## config.mk

```make
export PLATFORM = sky130hd
export DESIGN_NAME = if_id_skid
export DESIGN_NICKNAME = d
export VERILOG_FILES = /design/src/rtl/if_id_skid_pkg.sv /design/src/rtl/if_id_skid_pipe_slot.sv /design/src/rtl/if_id_skid.sv
export SDC_FILE = /design/constraint.sdc
export NUM_CORES = 1
export LEC_CHECK = 0
export CAP_MARGIN = 0
export CORE_ASPECT_RATIO = 0.75
export CORE_MARGIN = 2
export CORE_UTILIZATION = 34
export CTS_CLUSTER_SIZE = 10
export DETAILED_ROUTE_END_ITERATION = 7
export HOLD_SLACK_MARGIN = 0.15
export SYNTH_ARGS = -nofsm -noshare
export SYNTH_HDL_FRONTEND = slang
export SYNTH_HIERARCHICAL = 1
export SYNTH_SLANG_ARGS = --single-unit
```

## constraint.sdc

```tcl
create_clock -name i_clk -period 2.1 [get_ports i_clk]
set_input_delay 0.42 -clock i_clk [delete_from_list [all_inputs] [get_ports i_clk]]
set_output_delay 0.42 -clock i_clk [all_outputs]
set_load 0.02 [all_outputs]
```

## src/rtl/if_id_skid_pkg.sv

```systemverilog
// Constants shared by the IF->ID pipeline register and its slot sub-module.
package if_id_skid_pkg;
  localparam logic              RST_ENABLE    = 1'b1;
  localparam int                INST_ADDR_BUS = 32;
  localparam int                INST_BUS      = 32;
  localparam logic [31:0]       ZERO_WORD     = 32'h0;
  localparam logic [INST_BUS-1:0] NOP_INST_WORD = '0;

  function automatic logic [1:0] occ_count(input logic a, input logic b);
    return {1'b0, a} + {1'b0, b};
  endfunction
endpackage

```

## src/rtl/if_id_skid_pipe_slot.sv

```systemverilog
// One pipeline slot: valid bit plus payload register with load / clear / hold.
module if_id_skid_pipe_slot
  import if_id_skid_pkg::*;
#(
  parameter int W = 64
) (
  input  logic         i_clk,
  input  logic         i_rst,
  input  logic         i_load,
  input  logic         i_clr,
  input  logic [W-1:0] i_data,
  output logic         o_valid,
  output logic [W-1:0] o_data
);
  logic         r_valid;
  logic [W-1:0] r_data;

  // Clear wins over load so a flush kills a word arriving in the same cycle.
  always_ff @(posedge i_clk) begin
    if (i_rst == RST_ENABLE) begin
      r_valid <= 1'b0;
      r_data  <= W'(ZERO_WORD);
    end else if (i_clr) begin
      r_valid <= 1'b0;
    end else if (i_load) begin
      r_valid <= 1'b1;
      r_data  <= i_data;
    end
  end

  assign o_valid = r_valid;
  assign o_data  = r_data;
endmodule

```

## src/rtl/if_id_skid.sv

```systemverilog
// IF->ID pipeline register with valid/ready handshake, flush and optional skid slot.
module if_id_skid
  import if_id_skid_pkg::*;
#(
  parameter int                ADDR_W   = INST_ADDR_BUS,
  parameter int                INST_W   = INST_BUS,
  parameter bit                SKID     = 1'b1,
  parameter logic [INST_W-1:0] NOP_INST = INST_W'(NOP_INST_WORD)
) (
  input  logic              i_clk,
  input  logic              i_rst,
  input  logic              i_flush,
  input  logic              i_if_valid,
  output logic              o_if_ready,
  input  logic [ADDR_W-1:0] i_if_pc,
  input  logic [INST_W-1:0] i_if_inst,
  output logic              o_id_valid,
  input  logic              i_id_ready,
  output logic [ADDR_W-1:0] o_id_pc,
  output logic [INST_W-1:0] o_id_inst,
  output logic [1:0]        o_occupancy
);
  localparam int PW = ADDR_W + INST_W;

  logic          w_in_fire, w_out_fire;
  logic          w_main_valid, w_main_load, w_main_clr;
  logic          w_skid_valid, w_skid_load, w_skid_pop, w_skid_next;
  logic [PW-1:0] w_in_data, w_main_din, w_main_data, w_skid_data;
  logic          r_live, r_ready;

  assign w_in_data  = {i_if_pc, i_if_inst};
  assign w_in_fire  = i_if_valid & o_if_ready;
  assign w_out_fire = w_main_valid & i_id_ready;

  // Skid refills main first; a new word only lands in skid when main is stuck.
  always_comb begin
    w_main_load = 1'b0;
    w_main_din  = w_in_data;
    w_skid_load = 1'b0;
    w_skid_pop  = 1'b0;
    if (w_out_fire && w_skid_valid) begin
      w_main_load = 1'b1;
      w_main_din  = w_skid_data;
      w_skid_pop  = 1'b1;
    end else if (w_in_fire && (!w_main_valid || w_out_fire)) begin
      w_main_load = 1'b1;
    end else if (w_in_fire) begin
      w_skid_load = 1'b1;
    end
  end

  assign w_main_clr  = i_flush | (w_out_fire & ~w_main_load);
  assign w_skid_next = ~i_flush & (w_skid_load | (w_skid_valid & ~w_skid_pop));

  // r_live holds if_ready low for the first cycle after reset is released.
  always_ff @(posedge i_clk) begin
    if (i_rst == RST_ENABLE) begin
      r_live  <= 1'b0;
      r_ready <= 1'b0;
    end else begin
      r_live  <= 1'b1;
      r_ready <= ~w_skid_next;
    end
  end

  if_id_skid_pipe_slot #(.W(PW)) u_main (
    .i_clk   (i_clk),
    .i_rst   (i_rst),
    .i_load  (w_main_load),
    .i_clr   (w_main_clr),
    .i_data  (w_main_din),
    .o_valid (w_main_valid),
    .o_data  (w_main_data)
  );

  generate
    if (SKID) begin : g_skid
      if_id_skid_pipe_slot #(.W(PW)) u_skid (
        .i_clk   (i_clk),
        .i_rst   (i_rst),
        .i_load  (w_skid_load),
        .i_clr   (i_flush | w_skid_pop),
        .i_data  (w_in_data),
        .o_valid (w_skid_valid),
        .o_data  (w_skid_data)
      );
      assign o_if_ready = r_ready;
    end else begin : g_noskid
      assign w_skid_valid = 1'b0;
      assign w_skid_data  = '0;
      assign o_if_ready   = r_live & (~w_main_valid | i_id_ready);
    end
  endgenerate

  assign o_id_valid  = w_main_valid;
  assign o_id_pc     = w_main_data[PW-1:INST_W];
  assign o_id_inst   = w_main_valid ? w_main_data[INST_W-1:0] : NOP_INST;
  assign o_occupancy = occ_count(w_main_valid, w_skid_valid);
endmodule

```

* Word-level counts from Yosys, hierarchy flattened *
Cells that the tools add are included.

word-level totals
  flip-flop bits (word level) = 131
  bits of input ports = 69
  word-level logic and storage cells = 36

cells by class
  add/subtract/negate cells = 1
  multiplexer cells = 8
  bitwise gates (word level) = 14
  reductions and logical operators = 8

operators with widths
  kind                  number
  2-to-1 mux 64 bit     1
  2-to-1 mux 32 bit     1
  2-to-1 mux 1 bit      6
  NOT 1 bit             6
  bitwise AND 1 bit     5
  AND reduction 2 bit   2
  OR reduction 2 bit    2
  OR 1 bit              3
  adder 1 x 1 -> 2 bit  1
  logical AND 1 bit     2
  zero test 1 bit       1
  logical OR 1 bit      1

* Logic depth before layout (Yosys ltp) *
Gate-level depths: netlist (run 1).

  depth in word-level cells = 10
  gate-level depth with buffers = 9

* Cells and area by module *
Netlist (run 1), hierarchy kept.

modules (own cells, without submodules)
  module                times used  cells each  area an instance (um^2)
  if_id_skid_pipe_slot  2           295         3025.4
  if_id_skid            1           120         1251.2

* Worst setup path before layout (run 1) *
Ideal clock, no wire load.

  path kind = reg2reg
  from = register u_main.r_valid (netlist: u_main/o_valid)
  to = register u_main.r_data[0] (netlist: u_main/o_data[0])
  library setup time = 118 ps
  data arrival time = 1647 ps
  required time = 1982 ps
  setup slack = 336 ps
  cell stages (with the launch flop) = 10
  buffers on the path = 5
  period minus slack after synthesis = 1764 ps
  cell sequence = dfxtp_1 > buf_4 > nand3_2 > buf_6 > buf_6 > o21ai_0 > nor2b_1 > buf_6 > buf_4 > o21ai_1

between the ends
  longest elaborated chain between the ends = 10
  elaborated cells on any way between the ends = 13
  classes of those cells = 3 x mux; 5 x bitwise; 5 x reduce/logical

ends and longest elaborated chain
  what                                                         RTL line                            text
  from (decl)                                                  if_id_skid_pipe_slot.sv:15          logic r_valid;
  from (signal assigned)                                       if_id_skid_pipe_slot.sv:21          r_valid <= 1'b0;
  from (signal assigned)                                       if_id_skid_pipe_slot.sv:24          r_valid <= 1'b0;
  from (signal assigned)                                       if_id_skid_pipe_slot.sv:26          r_valid <= 1'b1;
  bitwise AND 1 bit / zero test 1 bit (equally long branches)  if_id_skid.sv:33, if_id_skid.sv:45
  logical OR 1 bit                                             if_id_skid.sv:45                    end else if (w_in_fire && (!w_main_valid || w_out_fire)) begin
  logical AND 1 bit                                            if_id_skid.sv:45
  2-to-1 mux 1 bit                                             if_id_skid.sv:45
  2-to-1 mux 1 bit *                                           if_id_skid.sv:41                    if (w_out_fire && w_skid_valid) begin
  named net w_main_load                                        if_id_skid.sv:26                    logic w_main_valid, w_main_load, w_main_clr;
  NOT 1 bit                                                    if_id_skid.sv:52                    assign w_main_clr = i_flush | (w_out_fire & ~w_main_load);
  bitwise AND 1 bit                                            if_id_skid.sv:52
  OR 1 bit                                                     if_id_skid.sv:52
  NOT 1 bit (no line)                                          -
  AND reduction 2 bit (no line) *                              -
  to (signal assigned)                                         if_id_skid_pipe_slot.sv:22          r_data <= W'(ZERO_WORD);
  to (signal assigned)                                         if_id_skid_pipe_slot.sv:27          r_data <= i_data;
  to (decl)                                                    if_id_skid_pipe_slot.sv:16          logic [W-1:0] r_data;

The timed path passes the listed nets; every way through them passes the cells marked *.
A chain may end at the register's enable or synchronous reset.

* Final worst setup path (run 1) *
  from = register u_main.r_valid (netlist: u_main/o_valid)
  to = output o_occupancy[0]

between the ends
  longest elaborated chain between the ends = 1

ends and longest elaborated chain
  what                  RTL line              text
  adder 1 x 1 -> 2 bit  if_id_skid_pkg.sv:10  return {1'b0, a} + {1'b0, b};
  to (decl)             if_id_skid.sv:21      output logic [1:0] o_occupancy

No other way between the ends.

==> summary.md, run 1 <==
| Metric | Value |
|---|---|
| Worst vdd ir | 0.000444 V |
| Finished Core Util | 44.0% |
| Initial antenna violation count | 1 |
| Post-CTS Hold Buffers | 0 |
| Drc violations | 0 |
| Commonest non-fill, non-tap cell in the layout | dfxtp_1 |
| Drt total wl | 18300 um |
| Clk pwr share | 47.2% |
| Layout Skew | 10.0 ps |
| Placement Rows | 46 |
| Final min period | 1970 ps |
| Yosys reg bits | 131 |
| Antenna-violating nets left | 0 |
| CP top delay family | buffers and inverters |
| Die Wd | 173 um |
| Vias in the first global route | 5348 |
| P_leak | 3.47 nW |
| Fin Setup TNS | 0 ps |
| Total track usage | 16.3% |
| Via density | 4.93 |
| Syn nets | 780 |
| Clock Tree Buf Depth | 2 |
| Setup Buffers After CTS | 0 |
| P per Cell Area | 662 nW/um2 |
| I/O Buffers | 136 |
| Post-Synth Adder-Cell Area | 0.171% |
| Post-placement cell area | 8750 um2 |
| Fmax | 507 MHz |
| Grt total ovfl | 0 |
| Synth Area in Compound Gates | 9.29% |
| Distinct cell type count after synthesis | 20 |
| Setup violations, final | 0 |
| Post-synthesis simple-gate area fraction | 34.3% |
| Filler cell count | 2034 |
| Buffers & Inverters on Critical Path | 2 |
| Max-Cap Viols | 0 |
| Post-route design area | 9290 um2 |
| Total number of vias | 5457 |
| CTS Root Cell | clkbuf_16 |
| Global-route wire length before repair | 29400 um |
| Clk slew on worst S/H paths | 60 ps |
| Critical path's largest stage delay | 350 ps |
| Area growth syn-to-layout | 27.2% |
| P_sw | 1.42 mW |
| Worst path cell trace | buf_12 > ha_1 > dlygate4sd2_1 |
| Int Pwr | 4.73 mW |
| Min-Delay Path Class | in -> reg |
| Worst-Skew Late Latency | 410 ps |
| Pin count of the biggest net entering global routing | 110 |
| Starting Density | 34.6% |
| Reg power frac | 41.6% |
| Post-synth EDFFs | 0 |
| Main flop type after synthesis | dfxtp_1 |
| Critical Path Sink Type | primary output |
| Ant diodes | 0 |
| Outcome | completed |
| Mapped Avg Cell Area | 10.3 um2 |
| Drt wl/cell | 16.5 um |
| TritonCTS clock tree | built |
| Pre-antenna DRT Iters | 4 |
| Synth Instances | 710 |
| Worst-margin pin slew | 573 ps |
| Synth Cell Area | 7300 um2 |
| Worst EP arrival | 1550 ps |
| Most frequent cells in the layout | dfxtp_1, nand2b_1, nand4bb_1, o21ai_1, clkdlybuf4s50_1 |
| Layout Nets | 877 |
| CP required | 1680 ps |
| GPL Wtd Cong | 0.679 |
| Drt first-iter violations | 411 |
| RSZ-0062 raised after global routing | false |
| Core area | 21100 um2 |
| H-tree levels | 4 |
| Largest family of logic cells by synthesized area | simple AND/OR/NAND/NOR gates |
| Yosys Warn Count | 6 |
| Slew Viols, Final | 0 |
| Ys async rst share | 0% |
| Final Hold Fails | 0 |
| Io pins | 137 |
| Worst slew margin | 61.8% |
| Share of the yosys chip area belonging to registers | 35.9% |
| Tcrit/Tclk final | 94.0% |
| Dpl hpwl | 11000 um |
| Crit path max fanout | 40 |
| Crit path kind | reg -> out |
| CP max-delay cell | dfxtp_1 |
| CTS Sinks | 131 |
| Mux contribution to synthesized area | 11.8% |
| Die Ht | 131 um |
| Switching share of total power | 23.1% |
| Hold slack final | 321 ps |
| Post-synthesis xor/xnor area fraction | 0% |
| Combinational Power Share | 11.1% |
| Die ar. | 22700 um2 |
| Num CTS Buffers | 17 |
| Share of cells above drive strength 1 | 15.2% |
| Crit start category | register |
timing repair:
action / in CTS / in global routing
pin swaps: 0 / 0
resized for setup: 34 / 1
endpoints found under the setup margin: 34 / 1
stage by stage:
step           setup slack [ps]  power, mW  std cells
2_1_floorplan               336       3.04        710
3_3_place_gp              -21.6       3.30       1076
3_5_place_dp              -27.8       3.30       1076
4_1_cts                    31.4       6.24       1108
5_1_grt                    37.8       6.38       1108
6_report                    126       6.15       1108
worst min-delay path, cell delays in order:
cell and delay [ps]:
buf_4 110, nand2b_1 100, o21ai_1 50
registers in the layout, indices dropped and copies added, names as in the netlist:
signal                 flops
o_if_ready                 1
g_skid.u_skid/o_valid      1
g_skid.u_skid/o_data      64
u_main/o_data             64
u_main/o_valid             1
cells in the mapped netlist, types with 4 or more instances:
| library cell | number | area [um2] |
|---|---|---|
| buf_2 | 28 | 140 |
| nor2b_1 | 4 | 25.0 |
| clkbuf_1 | 9 | 33.8 |
| nand2b_1 | 129 | 807 |
| and2_1 | 32 | 200 |
| buf_6 | 31 | 349 |
| o21ai_1 | 128 | 641 |
| nand4bb_1 | 128 | 1440 |
| dfxtp_1 | 131 | 2620 |
| buf_4 | 13 | 97.6 |
| mux2_2 | 26 | 293 |
| mux2_4 | 38 | 571 |
path summary, 6_finish.rpt:
path,end,slack [ps],cells past startpoint,startpoint
min reg2reg,u_main/o_data[23]$_SDFFE_PP0P_,460,2,u_main/o_data[23]$_SDFFE_PP0P_
max,o_occupancy[0],130,3,u_main/o_valid$_SDFFE_PP0P_
max reg2reg,g_skid.u_skid/o_data[42]$_SDFFE_PP0P_,340,6,u_main/o_valid$_SDFFE_PP0P_
min,u_main/o_data[50]$_SDFFE_PP0P_,320,3,i_rst
area by class of cell:
cell class | count | area [um2] | area share, %
well taps | 288 | 360 | 3.88
flip-flops and latches | 131 | 2620 | 28.2
clock inverters | 10 | 108 | 1.16
repair buffers | 159 | 1630 | 17.5
multi-input cells | 498 | 4100 | 44.2
clock buffers | 22 | 464 | 5.00
routing by layer:
metal	GRT usage, %	vias up	share of wire (%)
li1	-	2743	-
met1	23.2	2580	53
met2	24.4	121	42
met3	4.28	11	4.9
met4	4.59	2	0.73
met5	0	-	0.087
power by group through the flow:
stage               Sequential [mW]  Combinational (mW)  Clock, mW
global route                   2.56               0.731       3.09
detailed placement             2.61               0.690          0
CTS                            2.56               0.691       2.99
finish                         2.56               0.684       2.90
floorplan                      2.64               0.401          0
global placement               2.61               0.691          0
logic make-up (layout without fill, tap and decap cells):
family | count (synthesis) | after routing
mux | 64 | 64
fa+ha+maj | 1 | 1
buf+inv | 81 | 191
simple gates | 299 | 299
compound gates | 134 | 134
flops | 131 | 131
No activity file was read; power rests on OpenSTA's default activity.
==> inputs of run 2 (changes only) <==
- CAP_MARGIN: 0 -> default
- clock period: 2.1 -> 2.52 ns (I/O delays scaled with it)
==> run 2 against run 1 <==
First-iteration DRC count is 35% lower. Hold slack better by 140 ps. Largest power group unchanged. Critical path type unchanged. Register-to-register slack better by 320 ps. Routed wire length is 1.7% higher. Sequential share of layout area hardly changed. Critical endpoint unchanged.
==> summary.md, run 2 (synthesis results as in run 1) <==
| Metric | Value |
|---|---|
| Placement Rows | 46 |
| Pre-antenna DRT Iters | 4 |
| Area growth syn-to-layout | 27.2% |
| Fmax | 427 MHz |
| Io pins | 137 |
| Final Hold Fails | 0 |
| Drt first-iter violations | 267 |
| Crit path launch | u_main/o_valid$_SDFFE_PP0P_ |
| Grt total ovfl | 0 |
| Core area | 21100 um2 |
| Ant diodes | 0 |
| Switching share of total power | 22.7% |
| RSZ-0062 raised after global routing | false |
| Num CTS Buffers | 17 |
| Critical Path Sink Type | primary output |
| Share of cells above drive strength 1 | 14.5% |
| Post-placement cell area | 8680 um2 |
| Drt wl/cell | 16.9 um |
| Hold slack final | 460 ps |
| Setup violations, final | 0 |
| Dpl hpwl | 10700 um |
| Commonest non-fill, non-tap cell in the layout | clkdlybuf4s50_1 |
| Clk pwr share | 48.7% |
| Die ar. | 22700 um2 |
| Tcrit/Tclk final | 93.0% |
| Total track usage | 16.5% |
| Vias in the first global route | 5328 |
| Combinational Power Share | 10.9% |
| Crit path max fanout | 17 |
| Drc violations | 0 |
| CTS Sinks | 131 |
| CTS Root Cell | clkbuf_16 |
| Post-route design area | 9290 um2 |
| Worst-margin pin slew | 511 ps |
| Global-route wire length before repair | 29700 um |
| CP required | 2020 ps |
| Initial antenna violation count | 0 |
| Setup Buffers After CTS | 0 |
| TritonCTS clock tree | built |
| Layout Nets | 871 |
| Layout Skew | 9.69 ps |
| Total number of vias | 5452 |
| Min-Delay Path Class | reg -> reg |
| Int Pwr | 4.08 mW |
| I/O Buffers | 136 |
| P_leak | 3.27 nW |
| Post-CTS Hold Buffers | 0 |
| Reg power frac | 40.4% |
| Most frequent cells in the layout | clkdlybuf4s50_1, dfxtp_1, nand2b_1, nand4bb_1, o21ai_1 |
| Drt total wl | 18600 um |
| Antenna-violating nets left | 0 |
| H-tree levels | 4 |
| Via density | 4.95 |
| Worst slew margin | 65.9% |
| CTS-repair resized insts | 0 |
| Crit path kind | reg -> out |
| Worst EP arrival | 1840 ps |
| Reg2reg start | u_main/o_valid$_SDFFE_PP0P_ |
| Final min period | 2340 ps |
| Crit start category | register |
| P_sw | 1.20 mW |
| Fin Setup TNS | 0 ps |
| GPL Wtd Cong | 0.698 |
| Final WS setup | 176 ps |
| Max-Cap Viols | 0 |
| Die Wd | 173 um |
| Worst vdd ir | 0.000403 V |
| Worst-Skew Late Latency | 420 ps |
| Setup Slack @ Placement | 201 ps |
| Clock Tree Buf Depth | 2 |
| Pin count of the biggest net entering global routing | 87 |
| Die Ht | 131 um |
| Tot Pwr | 5.27 mW |
| Clk slew on worst S/H paths | 50 ps |
| Outcome | completed |
| Starting Density | 34.6% |
| Slew Viols, Final | 0 |
| HP Start | g_skid.u_skid/o_data[35]$_SDFFE_PP0P_ |
| P per Cell Area | 567 nW/um2 |
-- run 2: cell types whose count changed in the layout (fill, tap and decap cells not counted), sizes merged --
| cell | before | now |
|---|---|---|
| dlygate4sd2 | 34 | 0 |
| clkbuf | 22 | 24 |
| clkinvlp | 3 | 1 |
| buf | 24 | 18 |
| clkinv | 5 | 4 |
| dlymetal6s2s | 1 | 0 |
| clkdlybuf4s50 | 100 | 135 |
| bufinv | 2 | 3 |
-- run 2: worst paths after layout --
check | end | slack, ps | depth (start not counted)
setup / recovery | o_occupancy[0] | 180 | 3
hold / removal | g_skid.u_skid/o_data[35]$_SDFFE_PP0P_ | 460 | 2
setup reg to reg | g_skid.u_skid/o_data[40]$_SDFFE_PP0P_ | 660 | 6
hold reg to reg | g_skid.u_skid/o_data[35]$_SDFFE_PP0P_ | 460 | 2
-- run 2: critical path, cell delays in order, from the launching register on --
cell and delay, ps:
dfxtp_1 310, buf_4 190, ha_1 320, clkdlybuf4s50_1 600
-- run 2: cell type report --
| class | instances | area [um2] |
|---|---|---|
| clock buffer | 24 | 482 |
| clock inverter | 8 | 125 |
| fill | 2004 | 11800 |
| multi-input combinational | 498 | 4100 |
| sequential | 131 | 2620 |
| tap | 288 | 360 |
| timing repair buffer | 153 | 1600 |
-- run 2: power groups by stage --
stage | clock network, mW | registers [mW] | logic (mW)
global route | 2.73 | 2.14 | 0.610
CTS | 2.63 | 2.13 | 0.577
detailed placement | 0 | 2.18 | 0.574
finish | 2.57 | 2.13 | 0.573
floorplan | 0 | 2.20 | 0.334
global placement | 0 | 2.18 | 0.573
-- run 2: per-layer routing --
metal / part of all wire (%) / global-route usage, % / routed length [um]
met5: 0 / 0 / 0
met4: 0.77 / 3.89 / 144
met3: 5.2 / 5.12 / 971
met2: 41 / 23.6 / 7600
met1: 53 / 24.0 / 9920
-- run 2: through the flow --
step / std cells / utilization (%)
floorplan: 710 / -
global route: 1102 / 44.0
finish: 1102 / 44.0
CTS: 1102 / 44.0
global placement: 1070 / 41.1
detailed placement: 1070 / 41.1
==> inputs of run 3 (changes only) <==
- DONT_BUFFER_PORTS: default -> 1
==> run 3 against run 2 <==
Worst setup slack gained 420 ps. Die area is the same. Routed wire length shrank 7.3%. Critical endpoint is now o_id_inst[26].
==> summary.md, run 3 (synthesis results as in run 1) <==
| Metric | Value |
|---|---|
| Drt total wl | 17300 um |
| Drt first-iter violations | 264 |
| Dpl hpwl | 9880 um |
| Starting Density | 34.6% |
| Min-Delay Path Class | in -> reg |
| Drt wl/cell | 17.9 um |
| Drc violations | 0 |
| Outcome | completed |
| CP required | 2020 ps |
| Via density | 5.11 |
| Antenna-violating nets left | 0 |
| Layout Nets | 735 |
| Io pins | 137 |
| Initial antenna violation count | 1 |
| Die Ht | 131 um |
| Crit path kind | reg -> out |
| Total number of vias | 4921 |
| Fin Setup TNS | 0 ps |
| Fmax | 520 MHz |
| Pre-antenna DRT Iters | 4 |
| Final Hold Fails | 0 |
| Global-route wire length before repair | 27600 um |
| P_leak | 2.74 nW |
| Setup violations, final | 0 |
| Worst EP arrival | 1420 ps |
| Post-route design area | 7850 um2 |
| Tcrit/Tclk final | 76.2% |
| GPL Wtd Cong | 0.675 |
| Vias in the first global route | 4833 |
| Clk slew on worst S/H paths | 50 ps |
| Num CTS Buffers | 17 |
| WHS Path Cells | 2 |
| Max-Cap Viols | 0 |
| Worst-margin pin slew | 434 ps |
| Filler cell count | 2109 |
| Crit start category | register |
| Pin count of the biggest net entering global routing | 259 |
| I/O Buffers | 0 |
| Die ar. | 22700 um2 |
| Grt total ovfl | 0 |
| Area growth syn-to-layout | 7.49% |
| Layout Skew | 6.26 ps |
| Core area | 21100 um2 |
| TritonCTS clock tree | built |
| Total track usage | 15.6% |
| Clock Tree Buf Depth | 2 |
| Hold slack final | 265 ps |
| P per Cell Area | 637 nW/um2 |
| CTS-repair resized insts | 0 |
| CTS Root Cell | clkbuf_16 |
| Most frequent cells in the layout | dfxtp_1, nand2b_1, nand4bb_1, o21ai_1, mux2_4 |
| Final min period | 1920 ps |
| CTS Sinks | 131 |
| Commonest non-fill, non-tap cell in the layout | dfxtp_1 |
| Crit path max fanout | 21 |
| Worst slew margin | 71.1% |
| Worst vdd ir | 0.000374 V |
| Worst-Skew Late Latency | 410 ps |
| Die Wd | 173 um |
| Slew Viols, Final | 0 |
| Placement Rows | 46 |
| Share of cells above drive strength 1 | 16.9% |
| RSZ-0062 raised after global routing | false |
| H-tree levels | 4 |
| FF-to-FF path depth | 5 |
| Post-placement cell area | 7240 um2 |
| Critical Path Sink Type | primary output |
| Ant diodes | 0 |
run 3: cell count changes in the layout (fill, tap and decap cells not counted), sizes merged:
cell	previous run	this run
clkdlybuf4s50	135	0
buf	18	15
clkinv	4	2
dlygate4sd3	0	2
clkinvlp	1	0
run 3: critical path, stage by stage (launching register included):
cell     delay [ps]
dfxtp_2         420
buf_4           260
and2_1          320
run 3: repair_timing:
| item | in CTS | in global routing |
|---|---|---|
| buffers inserted | 0 | 0 |
| hold buffers | 2 | 0 |
| endpoints found under the setup margin | 0 | 0 |
| endpoints found under the hold margin | 2 | 0 |
run 3: cell type report:
cell class / count / area, um2 / area share, %
multi-input combinational: 498 / 4100 / 52.3
sequential: 131 / 2620 / 33.4
clock buffer: 24 / 492 / 6.26
tap: 288 / 360 / 4.59
timing repair buffer: 17 / 170 / 2.17
clock inverter: 5 / 100 / 1.28
run 3: metrics by stage:
| stage | power [mW] | std cells | utilization [%] | setup WS (ps) |
|---|---|---|---|---|
| final | 5.00 | 963 | 37.2 | 599 |
| after global routing | 5.19 | 963 | 37.2 | 491 |
| after CTS | 5.08 | 963 | 37.2 | 547 |
| after detailed placement | 2.52 | 932 | 34.3 | 688 |
| after global placement | 2.51 | 932 | 34.3 | 682 |
| after floorplan | 2.53 | 710 | - | 756 |
run 3: path summary, 6_finish.rpt:
kind	startpoint	end	slack, ps
worst max-delay path	u_main/o_valid$_SDFFE_PP0P_	o_id_inst[26]	600
worst min-delay path	i_if_pc[12]	g_skid.u_skid/o_data[44]$_SDFFE_PP0P_	260
worst max register to register	g_skid.u_skid/o_valid$_SDFFE_PP0P_	g_skid.u_skid/o_data[40]$_SDFFE_PP0P_	740
worst min register to register	u_main/o_data[30]$_SDFFE_PP0P_	u_main/o_data[30]$_SDFFE_PP0P_	460
run 3: power by group:
group	switching (mW)	internal, mW	leakage, nW	total, mW
Clock	0.883	1.64	0.292	2.53
Combinational	0.121	0.191	1.38	0.312
Sequential	0.0475	2.11	1.06	2.16
run 3: layer usage:
layer  vias to the layer above  wire, um  GRT usage [%]
met4                         0        81           5.13
met1                      2358      8410           20.6
li1                       2449         -              -
met3                         6      1100           5.24
met2                       108      7690           24.0
met5                         -         0              0
